### src/rtl/alu_pkg.sv
// Shared constants and FSM state type for the ALU driver slice.
package alu_pkg;

  localparam int OPCODE_W  = 3;
  localparam int OVF_CNT_W = 8;
  localparam int LAT_CNT_W = 4;

  typedef enum logic [1:0] {
    ST_IDLE,
    ST_WAIT,
    ST_RESP
  } state_e;

endpackage

### src/rtl/alu_driver_if.sv
// Command / ALU / response bundle of the ALU driver.
// master = the driver itself, slave = the surrounding environment.
interface alu_driver_if
  import alu_pkg::*;
#(
  parameter int WIDTH = 16
);

  logic                cmd_valid;
  logic                cmd_ready;
  logic [WIDTH-1:0]    cmd_in0;
  logic [WIDTH-1:0]    cmd_in1;
  logic [OPCODE_W-1:0] cmd_opcode;

  logic [WIDTH-1:0]    alu_in0;
  logic [WIDTH-1:0]    alu_in1;
  logic [OPCODE_W-1:0] alu_opcode;
  logic [WIDTH-1:0]    alu_out;
  logic                alu_overflow;

  logic                rsp_valid;
  logic                rsp_ready;
  logic [WIDTH-1:0]    rsp_data;
  logic                rsp_overflow;
  logic [OPCODE_W-1:0] rsp_opcode;

  logic                busy;

  modport master (
    input  cmd_valid, cmd_in0, cmd_in1, cmd_opcode,
    input  alu_out, alu_overflow,
    input  rsp_ready,
    output cmd_ready,
    output alu_in0, alu_in1, alu_opcode,
    output rsp_valid, rsp_data, rsp_overflow, rsp_opcode,
    output busy
  );

  modport slave (
    output cmd_valid, cmd_in0, cmd_in1, cmd_opcode,
    output alu_out, alu_overflow,
    output rsp_ready,
    input  cmd_ready,
    input  alu_in0, alu_in1, alu_opcode,
    input  rsp_valid, rsp_data, rsp_overflow, rsp_opcode,
    input  busy
  );

endinterface

### src/rtl/alu_drv_lat_cnt.sv
// Latency down-counter: loads the ALU latency on accept, counts down while
// waiting, and flags done when the current cycle is the last one.
module alu_drv_lat_cnt
  import alu_pkg::*;
(
  input  logic                 clk,
  input  logic                 rst,
  input  logic                 load,
  input  logic [LAT_CNT_W-1:0] load_val,
  input  logic                 dec,
  output logic                 done
);

  logic [LAT_CNT_W-1:0] cnt_q, cnt_d;

  always_comb begin
    cnt_d = cnt_q;
    if (load) begin
      cnt_d = load_val;
    end else if (dec && (cnt_q != '0)) begin
      cnt_d = cnt_q - 1'b1;
    end
  end

  always_ff @(posedge clk or posedge rst) begin
    if (rst) begin
      cnt_q <= '0;
    end else begin
      cnt_q <= cnt_d;
    end
  end

  assign done = dec && (cnt_q == LAT_CNT_W'(1));

endmodule

### src/rtl/alu_driver.sv
// ALU driver: accepts one command, drives a fixed-latency ALU, and holds the
// result until consumed. Optional macro ALU_DRIVER_OVF_CNT_EN adds ovf_count.
module alu_driver
  import alu_pkg::*;
#(
  parameter int WIDTH   = 16,
  parameter int ALU_LAT = 1
) (
  input  logic                 clk,
  input  logic                 rst,
  alu_driver_if.master         bus
`ifdef ALU_DRIVER_OVF_CNT_EN
  ,
  output logic [OVF_CNT_W-1:0] ovf_count
`endif
);

  state_e              state_q, state_d;
  logic [WIDTH-1:0]    alu_in0_q, alu_in0_d;
  logic [WIDTH-1:0]    alu_in1_q, alu_in1_d;
  logic [OPCODE_W-1:0] alu_opcode_q, alu_opcode_d;
  logic [WIDTH-1:0]    rsp_data_q, rsp_data_d;
  logic                rsp_overflow_q, rsp_overflow_d;
  logic [OPCODE_W-1:0] rsp_opcode_q, rsp_opcode_d;
  logic                accept;
  logic                rsp_fire;
  logic                lat_done;

  assign accept   = (state_q == ST_IDLE) && bus.cmd_valid;
  assign rsp_fire = (state_q == ST_RESP) && bus.rsp_ready;

  alu_drv_lat_cnt u_lat_cnt (
    .clk      (clk),
    .rst      (rst),
    .load     (accept),
    .load_val (LAT_CNT_W'(ALU_LAT)),
    .dec      (state_q == ST_WAIT),
    .done     (lat_done)
  );

  // ALU operands are only ever overwritten on accept, so they hold otherwise
  always_comb begin
    state_d        = state_q;
    alu_in0_d      = alu_in0_q;
    alu_in1_d      = alu_in1_q;
    alu_opcode_d   = alu_opcode_q;
    rsp_data_d     = rsp_data_q;
    rsp_overflow_d = rsp_overflow_q;
    rsp_opcode_d   = rsp_opcode_q;
    case (state_q)
      ST_IDLE: begin
        if (accept) begin
          alu_in0_d    = bus.cmd_in0;
          alu_in1_d    = bus.cmd_in1;
          alu_opcode_d = bus.cmd_opcode;
          state_d      = ST_WAIT;
        end
      end
      ST_WAIT: begin
        if (lat_done) begin
          rsp_data_d     = bus.alu_out;
          rsp_overflow_d = bus.alu_overflow;
          rsp_opcode_d   = alu_opcode_q;
          state_d        = ST_RESP;
        end
      end
      ST_RESP: begin
        if (rsp_fire) begin
          state_d = ST_IDLE;
        end
      end
      default: begin
        state_d = ST_IDLE;
      end
    endcase
  end

  always_ff @(posedge clk or posedge rst) begin
    if (rst) begin
      state_q        <= ST_IDLE;
      alu_in0_q      <= '0;
      alu_in1_q      <= '0;
      alu_opcode_q   <= '0;
      rsp_data_q     <= '0;
      rsp_overflow_q <= 1'b0;
      rsp_opcode_q   <= '0;
    end else begin
      state_q        <= state_d;
      alu_in0_q      <= alu_in0_d;
      alu_in1_q      <= alu_in1_d;
      alu_opcode_q   <= alu_opcode_d;
      rsp_data_q     <= rsp_data_d;
      rsp_overflow_q <= rsp_overflow_d;
      rsp_opcode_q   <= rsp_opcode_d;
    end
  end

  // cmd_ready is masked by rst so nothing looks acceptable while held in reset
  assign bus.cmd_ready    = (state_q == ST_IDLE) && !rst;
  assign bus.busy         = (state_q != ST_IDLE);
  assign bus.rsp_valid    = (state_q == ST_RESP);
  assign bus.alu_in0      = alu_in0_q;
  assign bus.alu_in1      = alu_in1_q;
  assign bus.alu_opcode   = alu_opcode_q;
  assign bus.rsp_data     = rsp_data_q;
  assign bus.rsp_overflow = rsp_overflow_q;
  assign bus.rsp_opcode   = rsp_opcode_q;

`ifdef ALU_DRIVER_OVF_CNT_EN
  logic [OVF_CNT_W-1:0] ovf_count_q, ovf_count_d;

  always_comb begin
    ovf_count_d = ovf_count_q;
    if (rsp_fire && rsp_overflow_q && (ovf_count_q != '1)) begin
      ovf_count_d = ovf_count_q + 1'b1;
    end
  end

  always_ff @(posedge clk or posedge rst) begin
    if (rst) begin
      ovf_count_q <= '0;
    end else begin
      ovf_count_q <= ovf_count_d;
    end
  end

  assign ovf_count = ovf_count_q;
`endif

endmodule

### src/flat_wrapper.sv
// flat-port wrapper written by rule: the top's interface ports become plain ports
module alu_driver_flat import alu_pkg::*;
#(
  parameter int WIDTH   = 16,
  parameter int ALU_LAT = 1
)
  (clk, rst, bus_cmd_valid, bus_cmd_in0, bus_cmd_in1, bus_cmd_opcode, bus_alu_out, bus_alu_overflow, bus_rsp_ready, bus_cmd_ready, bus_alu_in0, bus_alu_in1, bus_alu_opcode, bus_rsp_valid, bus_rsp_data, bus_rsp_overflow, bus_rsp_opcode, bus_busy);
  alu_driver_if #(.WIDTH(WIDTH)) bus_i ();
  input  logic clk;
  input  logic rst;
  input wire logic [$bits(bus_i.cmd_valid)-1:0] bus_cmd_valid;
  input wire logic [$bits(bus_i.cmd_in0)-1:0] bus_cmd_in0;
  input wire logic [$bits(bus_i.cmd_in1)-1:0] bus_cmd_in1;
  input wire logic [$bits(bus_i.cmd_opcode)-1:0] bus_cmd_opcode;
  input wire logic [$bits(bus_i.alu_out)-1:0] bus_alu_out;
  input wire logic [$bits(bus_i.alu_overflow)-1:0] bus_alu_overflow;
  input wire logic [$bits(bus_i.rsp_ready)-1:0] bus_rsp_ready;
  output wire logic [$bits(bus_i.cmd_ready)-1:0] bus_cmd_ready;
  output wire logic [$bits(bus_i.alu_in0)-1:0] bus_alu_in0;
  output wire logic [$bits(bus_i.alu_in1)-1:0] bus_alu_in1;
  output wire logic [$bits(bus_i.alu_opcode)-1:0] bus_alu_opcode;
  output wire logic [$bits(bus_i.rsp_valid)-1:0] bus_rsp_valid;
  output wire logic [$bits(bus_i.rsp_data)-1:0] bus_rsp_data;
  output wire logic [$bits(bus_i.rsp_overflow)-1:0] bus_rsp_overflow;
  output wire logic [$bits(bus_i.rsp_opcode)-1:0] bus_rsp_opcode;
  output wire logic [$bits(bus_i.busy)-1:0] bus_busy;
  assign bus_i.cmd_valid = bus_cmd_valid;
  assign bus_i.cmd_in0 = bus_cmd_in0;
  assign bus_i.cmd_in1 = bus_cmd_in1;
  assign bus_i.cmd_opcode = bus_cmd_opcode;
  assign bus_i.alu_out = bus_alu_out;
  assign bus_i.alu_overflow = bus_alu_overflow;
  assign bus_i.rsp_ready = bus_rsp_ready;
  assign bus_cmd_ready = bus_i.cmd_ready;
  assign bus_alu_in0 = bus_i.alu_in0;
  assign bus_alu_in1 = bus_i.alu_in1;
  assign bus_alu_opcode = bus_i.alu_opcode;
  assign bus_rsp_valid = bus_i.rsp_valid;
  assign bus_rsp_data = bus_i.rsp_data;
  assign bus_rsp_overflow = bus_i.rsp_overflow;
  assign bus_rsp_opcode = bus_i.rsp_opcode;
  assign bus_busy = bus_i.busy;
  alu_driver #(.WIDTH(WIDTH), .ALU_LAT(ALU_LAT)) u_core (.clk(clk), .rst(rst), .bus(bus_i));
endmodule
### config.mk
export PLATFORM = sky130hd
export DESIGN_NAME = alu_driver_flat
export DESIGN_NICKNAME = d
export VERILOG_FILES = /design/src/rtl/alu_pkg.sv /design/src/rtl/alu_driver_if.sv /design/src/rtl/alu_drv_lat_cnt.sv /design/src/rtl/alu_driver.sv /design/src/flat_wrapper.sv
export SDC_FILE = /design/constraint.sdc
export NUM_CORES = 1
export LEC_CHECK = 0
export ABC_CLOCK_PERIOD_IN_PS = 3700
export BUFFER_PORTS_ARGS = -buffer_cell sky130_fd_sc_hd__buf_2
export CORE_MARGIN = 1
export CORE_UTILIZATION = 50
export CTS_CLUSTER_DIAMETER = 120
export DETAILED_ROUTE_END_ITERATION = 10
export PLACE_DENSITY = 0.84
export SETUP_SLACK_MARGIN = 0.3
export SLEW_MARGIN = 15
export SYNTH_ARGS = -nofsm -noshare
export SYNTH_HDL_FRONTEND = slang
export SYNTH_HIERARCHICAL = 1
export SYNTH_SLANG_ARGS = --single-unit
### constraint.sdc
create_clock -name clk -period 3.7 [get_ports clk]
set_input_delay 0.555 -clock clk [delete_from_list [all_inputs] [get_ports clk]]
set_output_delay 0.555 -clock clk [all_outputs]
set_load 0.01 [all_outputs]
==> key figures, run 1 <==
Cells and area
  • Fin cells: 355
  • Final nets: 342
  • Diodes inserted: 0
  • Commonest non-fill, non-tap cell in the layout: buf_2
  • Area Overhead vs Synth: 29.7%
  • Layout cells sized above 1: 66.0%
  • Commonest non-fill, non-tap cells in the layout: 113 x buf_2, 61 x dfrtp_1, 29 x mux2_4, 26 x mux2_2, 12 x clkbuf_8

Floorplan
  • Initial core utilization: 53.5%
  • # IOs: 114
  • Die width: 74.3 um
  • Die Y: 74.3 um
  • Floorplan core area: 4880 um^2
  • Cell Rows: 25
  • Die area: 5520 um^2

Route
  • Routed WL: 5050 um
  • 1st-pass router iterations: 4
  • Post-DRT Antenna Nets: 0
  • Routed len/inst: 14.2 um
  • Total number of vias: 1711
  • Via/cell ratio: 4.82
  • Drt drc: 0
  • Number of DRC markers in iteration 0: 42

STA
  • Final Hold Fails: 0
  • Clock Skews: 0.00710 ns
  • Setup violators final: 0
  • Final period util: 61.8%
  • Worst Tran Pin Value: 0.834 ns
  • Unrepaired setup endpoints after global routing: no
  • Final worst slack: 1.41 ns
  • Slew Viols, Final: 0
  • Max_slew headroom: 44.3%
  • TNS Setup: 0 ns
  • Fmax: 437 MHz
  • Tmin final: 2.29 ns

CTS
  • Clock latency on the worst-skew pair: 0.32 ns
  • CTS root buf: clkbuf_8
  • Post-cts sizing count: 0
  • Post-CTS Hold Buffers: 0
  • H-tree depth: 3
  • Cts bufs inserted: 9
  • Clock slew at reported path FFs: 0.06 ns
  • CTS Sinks: 61
  • TritonCTS clock tree: built
  • Max Root-Sink Buffers: 2
  • Post-CTS setup buffers: 0

Yosys
  • Mapped cell area: 2610 um^2
  • Yosys reg bits: 61
  • Post-synth EDFFs: 0
  • Mean Syn Cell Area: 16.1 um^2
  • Synth unique cells: 29
  • Share of synthesized registers carrying an async set or reset: 100%
  • Yosys top cell area share: 58.5%
  • Register area share after synthesis: 58.5%
  • Area contributors post-synth: dfrtp_1 58%, mux2_4 17%, mux2_2 11%, buf_12 2.3%, buf_6 1.3%
  • Leading register cell type out of synthesis: dfrtp_1
  • Synth warn: 6
  • Post-synth top area cell: dfrtp_1
  • Gate Count Post-Synth: 162

GRT
  • Total Routing Usage GR: 19.2%
  • Congestion Overflow GR: 0
  • Initial antenna violation count: 0
  • Vias in the first global route: 1594
  • First-pass GRT wire length: 7630 um
  • Largest net degree at the start of global routing: 42

Power
  • Leak pwr: 1.72 nW
  • P per Cell Area: 881 nW/um^2
  • Tot Pwr: 2.98 mW
  • Worst VDD drop: 487 uV

Setup path
  • Critical path arrival: 2.48 ns
  • CP Max Fanout: 15
  • CP startpoint kind: flop
  • R2r worst-path depth: 6
  • Worst setup EP type: flop
  • Critical path class: reg2reg
  • CP required: 3.90 ns
  • Flop2flop setup slack: 1.41 ns

Place
  • Detailed Place HPWL: 3700 um
  • Port bufs: 113
  • GP Congestion: 0.741
  • Dpl cells: 340
  • Post-placement worst setup slack: 1.43 ns

Run status
  • Status: complete, no violations

Worst hold path
  • Hold Path Class: in2async

Flow run
  • Maxcap violations: 0
metal layers:
| metal | GRT usage [%] | vias to the layer above | share of wire [%] |
|---|---|---|---|
| li1 | - | 806 | - |
| met1 | 24.0 | 831 | 42 |
| met2 | 31.2 | 69 | 50 |
| met3 | 6.50 | 5 | 6.6 |
| met4 | 6.92 | 0 | 0.91 |
| met5 | 0 | - | 0 |
worst max-delay path: stages (launching register included):
cell	delay, ns
dfrtp_1	0.47
nor2b_1	0.44
nand2_1	0.10
nor3_1	0.20
nand3b_1	0.34
buf_4	0.33
mux2_2	0.29
Yosys cell counts, types with 2 or more instances:
cell     count
a21oi_1      2
buf_12       3
buf_6        3
conb_1       2
dfrtp_1     61
ha_1         2
inv_1        5
mux2_2      26
mux2_4      29
nand2_1      5
nor2_1       2
nor2b_1      2
nor3_1       2
nor3b_1      2
o21ai_1      2
metrics by stage:
step / util, % / cell area (um^2) / hold WS (ns)
after floorplan: - / 2620 / 0.321
after detailed placement: 65.7 / 3210 / 0.482
after global routing: 69.4 / 3390 / 0.141
after CTS: 69.4 / 3390 / 0.130
after global placement: 65.7 / 3210 / 0.481
final: 69.4 / 3390 / 0.142
worst paths after layout:
check                                                      from                                    end
hold reg to reg            u_core/bus.rsp_opcode[2]$_DFFE_PP0P_   u_core/bus.rsp_opcode[2]$_DFFE_PP0P_
hold / removal                                              rst  u_core/u_lat_cnt/cnt_q[0]$_DFFE_PP0P_
setup reg to reg                  u_core/state_q[0]$_DFFE_PP0P_    u_core/bus.rsp_overflow$_DFFE_PP0P_
max in group asynchronous                                   rst    u_core/bus.rsp_data[15]$_DFFE_PP0P_
min in group clk                                  bus_rsp_ready          u_core/state_q[1]$_DFFE_PP0P_
setup / recovery                  u_core/state_q[0]$_DFFE_PP0P_    u_core/bus.rsp_overflow$_DFFE_PP0P_
area by class of cell:
class	count	area (um^2)
Clock inverter	1	5.00
Fill cell	362	1490
Sequential cell	61	1530
Clock buffer	14	173
Tap cell	67	83.8
Inverter	5	18.8
Timing Repair Buffer	116	601
Multi-Input combinational cell	91	978
state kept, by name (all words and copies together), names as in the netlist:
| register | count |
|---|---|
| u_core/bus.rsp_data | 16 |
| u_core/u_lat_cnt/cnt_q | 4 |
| u_core/bus.rsp_opcode | 3 |
| u_core/bus.alu_in0 | 16 |
| u_core/bus.alu_in1 | 16 |
| u_core/bus.rsp_overflow | 1 |
| u_core/state_q | 2 |
| u_core/bus.alu_opcode | 3 |
kinds of logic after synthesis:
kind of cell	after synthesis	share of synthesized area [%]
simple gates	20	5.13
fa+ha+maj	2	0.958
flops	61	58.5
mux	56	28.3
other cells	2	0.288
buf+inv	12	4.60
compound gates	9	2.30
where the power goes:
group / total, mW / switching [mW] / internal, mW / leakage, nW
Clock: 0.523 / 0.229 / 0.294 / 0.0926
Combinational: 1.27 / 0.545 / 0.721 / 0.908
Sequential: 1.19 / 0.186 / 1.01 / 0.722
(Power assumes the default switching activity.)
==> inputs of run 2 (changes only) <==
ABC_CLOCK_PERIOD_IN_PS = 1900   (was 3700)
CORE_UTILIZATION = 42   (was 50)
PLACE_DENSITY = 0.75   (was 0.84)
clock period = 1.9 ns   (was 3.7 ns; I/O delays follow)
==> key figures, run 2 (same netlist as run 1, synthesis figures left out) <==
STA
  • Slew Viols, Final: 0 (unchanged)
  • Setup violators final: 0 (unchanged)
  • Fmax: 618 MHz (+41%)
  • Unrepaired setup endpoints after global routing: yes
  • TNS Setup: 0 ns (unchanged)
  • Clock Skews: 0.00925 ns (+0.00215 ns)
  • Final period util: 85.1% (+23 points)
  • Tmin final: 1.62 ns (-0.669 ns)
  • Final Hold Fails: 0 (unchanged)

Floorplan
  • Initial core utilization: 43.8% (-9.7 points)
  • # IOs: 114 (unchanged)
  • Die Y: 80.9 um (+8.9%)
  • Die width: 80.9 um (+8.9%)
  • Die area: 6540 um^2 (+19%)
  • Floorplan core area: 5960 um^2 (+22%)
  • Cell Rows: 28 (+12%)

Route
  • Post-DRT Antenna Nets: 0 (unchanged)
  • 1st-pass router iterations: 2 (-2)
  • Number of DRC markers in iteration 0: 38 (-9.5%)
  • Routed WL: 5770 um (+14%)
  • Total number of vias: 1803 (+5.4%)
  • Drt drc: 0 (unchanged)
  • Routed len/inst: 15.1 um (+5.9%)
  • Via/cell ratio: 4.71 (-2.3%)

CTS
  • Max Root-Sink Buffers: 2 (unchanged)
  • Cts bufs inserted: 9 (unchanged)
  • CTS root buf: clkbuf_8
  • TritonCTS clock tree: built
  • Clock latency on the worst-skew pair: 0.34 ns (+0.02 ns)
  • H-tree depth: 3 (unchanged)
  • Clock slew at reported path FFs: 0.06 ns (about the same)
  • CTS Sinks: 61 (unchanged)

Cells and area
  • Filler cells: 478 (+32%)
  • Commonest non-fill, non-tap cell in the layout: buf_2
  • Diodes inserted: 0 (unchanged)
  • Multi-input gate area: 1020 um^2 (+4.0%)
  • Final nets: 362 (+5.8%)
  • Area Overhead vs Synth: 40.9%
  • Layout cells sized above 1: 70.8% (+4.8 points)
  • Commonest non-fill, non-tap cells in the layout: 113 x buf_2, 61 x dfrtp_1, 29 x mux2_4, 26 x mux2_2, 13 x buf_4
  • Seq. cell area: 1530 um^2 (unchanged)
  • Fin util: 61.8% (-7.6 points)

Run status
  • Status: complete, no violations

GRT
  • Vias in the first global route: 1721 (+8.0%)
  • Total Routing Usage GR: 17.1% (-2.1 points)
  • Initial antenna violation count: 0 (unchanged)
  • Largest net degree at the start of global routing: 42 (unchanged)
  • Congestion Overflow GR: 0 (unchanged)
  • First-pass GRT wire length: 8030 um (+5.2%)

Power
  • P per Cell Area: 1720 nW/um^2 (+96%)
  • Leak pwr: 1.85 nW (+7.6%)
  • Worst VDD drop: 825 uV (+69%)
  • Tot Pwr: 6.34 mW (+110%)

Setup path
  • Crit-path most repeated cell: buf_6
  • Worst Path Buf+Inv: 3 (+2)
  • Crit-path leading delay family: buffers and inverters
  • Worst setup EP type: flop
  • Critical Path, Cell by Cell: buf_6 > nor3b_4 > buf_4 > buf_6 > mux2_4
  • CP Max Fanout: 10 (-5)
  • Critical-path top delay cell: dfrtp_1
  • CP startpoint kind: flop
  • CP required: 2.11 ns (-1.79 ns)
  • Critical path arrival: 1.83 ns (-0.65 ns)
  • Critical path class: reg2reg
  • CP max stage delay: 0.41 ns (-0.06 ns)

Place
  • Port bufs: 113 (unchanged)
  • GP Congestion: 0.714 (-3.7%)
  • Detailed Place HPWL: 3740 um (+1.1%)

Worst hold path
  • Hold Path Class: in2reg

Flow run
  • Maxcap violations: 0 (unchanged)
-- run 2: layout make-up --
type	instances	area share, %
Sequential cell	61	41.5
Multi-Input combinational cell	91	27.7
Timing Repair Buffer	136	22.3
Clock buffer	11	4.12
Tap cell	75	2.55
Clock inverter	4	1.29
Inverter	5	0.612
-- run 2: worst paths after layout --
check | from | depth (start not counted) | to | slack [ns]
worst max-delay path | u_core/state_q[1]$_DFFE_PP0P_ | 5 | u_core/bus.alu_in1[13]$_DFFE_PP0P_ | 0.28
worst min-delay path | bus_rsp_ready | 2 | u_core/state_q[1]$_DFFE_PP0P_ | 0.14
worst max register to register | u_core/state_q[1]$_DFFE_PP0P_ | 5 | u_core/bus.alu_in1[13]$_DFFE_PP0P_ | 0.28
worst min register to register | u_core/bus.rsp_data[15]$_DFFE_PP0P_ | 1 | u_core/bus.rsp_data[15]$_DFFE_PP0P_ | 0.50
max in group asynchronous | rst | 4 | u_core/bus.alu_in0[9]$_DFFE_PP0P_ | 0.82
min in group asynchronous | rst | 3 | u_core/u_lat_cnt/cnt_q[3]$_DFFE_PP0P_ | 0.42
-- run 2: per-layer routing --
metal | up-vias | share of wire [%] | GRT usage, %
li1 | 847 | - | -
met1 | 873 | 44 | 20.0
met2 | 73 | 47 | 27.7
met3 | 10 | 7.1 | 6.74
met4 | 0 | 1.2 | 7.32
met5 | - | 0 | 0
-- run 2: repair_timing --
| item | CTS | global route |
|---|---|---|
| resized for setup | 6 | 12 |
| hold endpoints to repair | 5 | 0 |
| setup buffers | 2 | 9 |
| gates cloned | 0 | 4 |
| endpoints found under the setup margin | 26 | 59 |
| pin swaps | 1 | 3 |
| hold buffers | 1 | 0 |
-- run 2: power by group --
| group | switching [mW] | internal, mW |
|---|---|---|
| Combinational | 1.20 | 1.66 |
| Sequential | 0.373 | 1.96 |
| Clock | 0.478 | 0.665 |
-- run 2: stage by stage --
step | hold slack [ns] | cell area [um^2] | instances | setup slack [ns]
floorplan | 0.0511 | 2630 | 164 | 0.324
global placement | 0.220 | 3270 | 352 | 0.296
detailed placement | 0.222 | 3270 | 352 | 0.262
CTS | 0.128 | 3520 | 370 | 0.262
global route | 0.123 | 3680 | 383 | 0.223
finish | 0.138 | 3680 | 383 | 0.282
==> inputs of run 3 (changes only) <==
--- a/constraint.sdc
+++ b/constraint.sdc
@@ -3,2 +3,2 @@
 set_output_delay 0.285 -clock clk [all_outputs]
-set_load 0.01 [all_outputs]
+set_load 0.005 [all_outputs]
==> key figures, run 3 (same netlist as run 1, synthesis figures left out) <==
Floorplan
  • Die Y: 80.9 um (unchanged)
  • Initial core utilization: 43.8% (unchanged)
  • Die area: 6540 um^2 (unchanged)
  • Cell Rows: 28 (unchanged)
  • Floorplan core area: 5960 um^2 (unchanged)
  • Die width: 80.9 um (unchanged)
  • # IOs: 114 (unchanged)

STA
  • TNS Setup: 0 ns (unchanged)
  • Fmax: 618 MHz (about the same)
  • Unrepaired setup endpoints after global routing: yes
  • Slew Viols, Final: 0 (unchanged)
  • Final period util: 85.2% (about the same)
  • Setup violators final: 0 (unchanged)
  • Tmin final: 1.62 ns (+0.000993 ns)
  • Final Hold Fails: 0 (unchanged)
  • Clock Skews: 0.00725 ns (-0.00200 ns)

Setup path
  • CP startpoint kind: flop
  • Worst R2R End: u_core/bus.alu_in1[13]$_DFFE_PP0P_
  • CP max stage delay: 0.41 ns (about the same)
  • Critical path arrival: 1.84 ns (about the same)
  • RR Startpoint: u_core/state_q[1]$_DFFE_PP0P_
  • Worst setup EP type: flop
  • Critical-path top delay cell: dfrtp_1
  • CP required: 2.12 ns (about the same)
  • Crit-path leading delay family: buffers and inverters
  • Critical path class: reg2reg
  • R2r worst-path depth: 5 (unchanged)
  • Critical Path, Cell by Cell: buf_6 > nor3b_4 > buf_4 > buf_6 > mux2_4
  • Worst Path Buf+Inv: 3 (unchanged)
  • Flop2flop setup slack: 0.28 ns (about the same)
  • Crit-path most repeated cell: buf_6
  • CP Max Fanout: 10 (unchanged)

GRT
  • Largest net degree at the start of global routing: 42 (unchanged)
  • Total Routing Usage GR: 17.1% (unchanged)
  • First-pass GRT wire length: 8030 um (unchanged)
  • Congestion Overflow GR: 0 (unchanged)
  • Vias in the first global route: 1721 (unchanged)
  • Initial antenna violation count: 0 (unchanged)

Cells and area
  • Layout cells sized above 1: 70.8% (unchanged)
  • Commonest non-fill, non-tap cell in the layout: buf_2
  • Fin util: 62.0% (+0.19 points)
  • Area Overhead vs Synth: 41.3%
  • Final nets: 362 (unchanged)
  • Fin cells: 383 (unchanged)
  • Diodes inserted: 0 (unchanged)
  • Filler cells: 472 (-1.3%)
  • Commonest non-fill, non-tap cells in the layout: 113 x buf_2, 61 x dfrtp_1, 29 x mux2_4, 26 x mux2_2, 12 x buf_4

CTS
  • Cts bufs inserted: 9 (unchanged)
  • Clock slew at reported path FFs: 0.06 ns (about the same)
  • TritonCTS clock tree: built
  • Clock latency on the worst-skew pair: 0.34 ns (about the same)
  • CTS root buf: clkbuf_8
  • H-tree depth: 3 (unchanged)
  • CTS Sinks: 61 (unchanged)
  • Max Root-Sink Buffers: 2 (unchanged)

Route
  • Via/cell ratio: 4.72 (+0.28%)
  • Total number of vias: 1808 (+0.28%)
  • 1st-pass router iterations: 4 (+2)
  • Routed len/inst: 15.1 um (+0.49%)
  • Drt drc: 0 (unchanged)
  • Routed WL: 5800 um (+0.49%)
  • Number of DRC markers in iteration 0: 42 (+11%)
  • Post-DRT Antenna Nets: 0 (unchanged)

Flow run
  • Maxcap violations: 0 (unchanged)

Place
  • Detailed Place HPWL: 3740 um (unchanged)
  • GP Congestion: 0.714 (unchanged)
  • Port bufs: 113 (unchanged)
  • Dpl cells: 352 (unchanged)

Power
  • Tot Pwr: 6.10 mW (-3.8%)
  • Worst VDD drop: 815 uV (-1.2%)
  • Leak pwr: 1.86 nW (+0.58%)
  • P per Cell Area: 1650 nW/um^2 (-4.1%)

Worst hold path
  • Hold Path Class: in2reg
  • Hold Path Sink: u_core/state_q[1]$_DFFE_PP0P_
  • Hold path startpoint: bus_rsp_ready
  • Cell depth of the worst hold path: 2 (unchanged)

Run status
  • Status: complete, no violations
-- run 3: final cells by class --
| cell class | instances | area (um^2) | share of cell area [%] |
|---|---|---|---|
| clock buffer | 11 | 151 | 4.10 |
| clock inverter | 4 | 47.5 | 1.29 |
| inverter | 5 | 22.5 | 0.610 |
| multi-input combinational | 91 | 1020 | 27.8 |
| sequential | 61 | 1530 | 41.4 |
| tap | 75 | 93.8 | 2.54 |
| timing repair buffer | 136 | 823 | 22.3 |
-- run 3: report_power, final --
part,switching [mW],internal (mW),leakage (nW)
registers,0.370,1.96,0.722
logic,0.971,1.66,1.04
clock network,0.478,0.665,0.101
-- run 3: per-layer routing --
metal | wire, um | global-route usage (%) | vias up
li1 | - | - | 846
met1 | 2570 | 20.0 | 877
met2 | 2750 | 27.7 | 76
met3 | 405 | 6.74 | 9
met4 | 78 | 7.32 | 0
met5 | 0 | 0 | -
-- run 3: worst max path at each step --
stage | startpoint | to | cells past startpoint
2_1_floorplan | u_core/state_q[0]$_DFFE_PP0P_ | u_core/bus.rsp_data[0]$_DFFE_PP0P_ | 6
3_3_place_gp | u_core/state_q[1]$_DFFE_PP0P_ | u_core/bus.alu_in0[15]$_DFFE_PP0P_ | 4
3_5_place_dp | u_core/u_lat_cnt/cnt_q[1]$_DFFE_PP0P_ | u_core/bus.rsp_data[10]$_DFFE_PP0P_ | 7
4_1_cts | u_core/state_q[0]$_DFFE_PP0P_ | bus_cmd_ready | 4
5_1_grt | u_core/u_lat_cnt/cnt_q[0]$_DFFE_PP0P_ | u_core/bus.rsp_data[8]$_DFFE_PP0P_ | 6
6_report | u_core/state_q[1]$_DFFE_PP0P_ | u_core/bus.alu_in1[13]$_DFFE_PP0P_ | 5
-- run 3: timing repair --
action	CTS	global route
buffers inserted	2	9
pin swaps	1	3
cloned	0	4
endpoints found under the setup margin	26	59
gates resized for setup	6	13
hold endpoints to repair	5	0
hold buffers	1	0
-- run 3: worst register-to-register path, delay by kind of cell (launching register included) --
kind | cells | cell delay, ns
buffers and inverters | 3 | 0.54
flip-flops | 1 | 0.41
multiplexers | 1 | 0.32
AND/OR/NAND/NOR | 1 | 0.22
-- run 3: metrics by stage --
| stage | setup WS [ns] | hold WS (ns) | cell area, um^2 |
|---|---|---|---|
| after floorplan | 0.324 | 0.0511 | 2630 |
| after CTS | 0.280 | 0.128 | 3520 |
| final | 0.281 | 0.137 | 3690 |
| after global placement | 0.296 | 0.220 | 3270 |
| after detailed placement | 0.262 | 0.222 | 3270 |
| after global routing | 0.223 | 0.122 | 3690 |
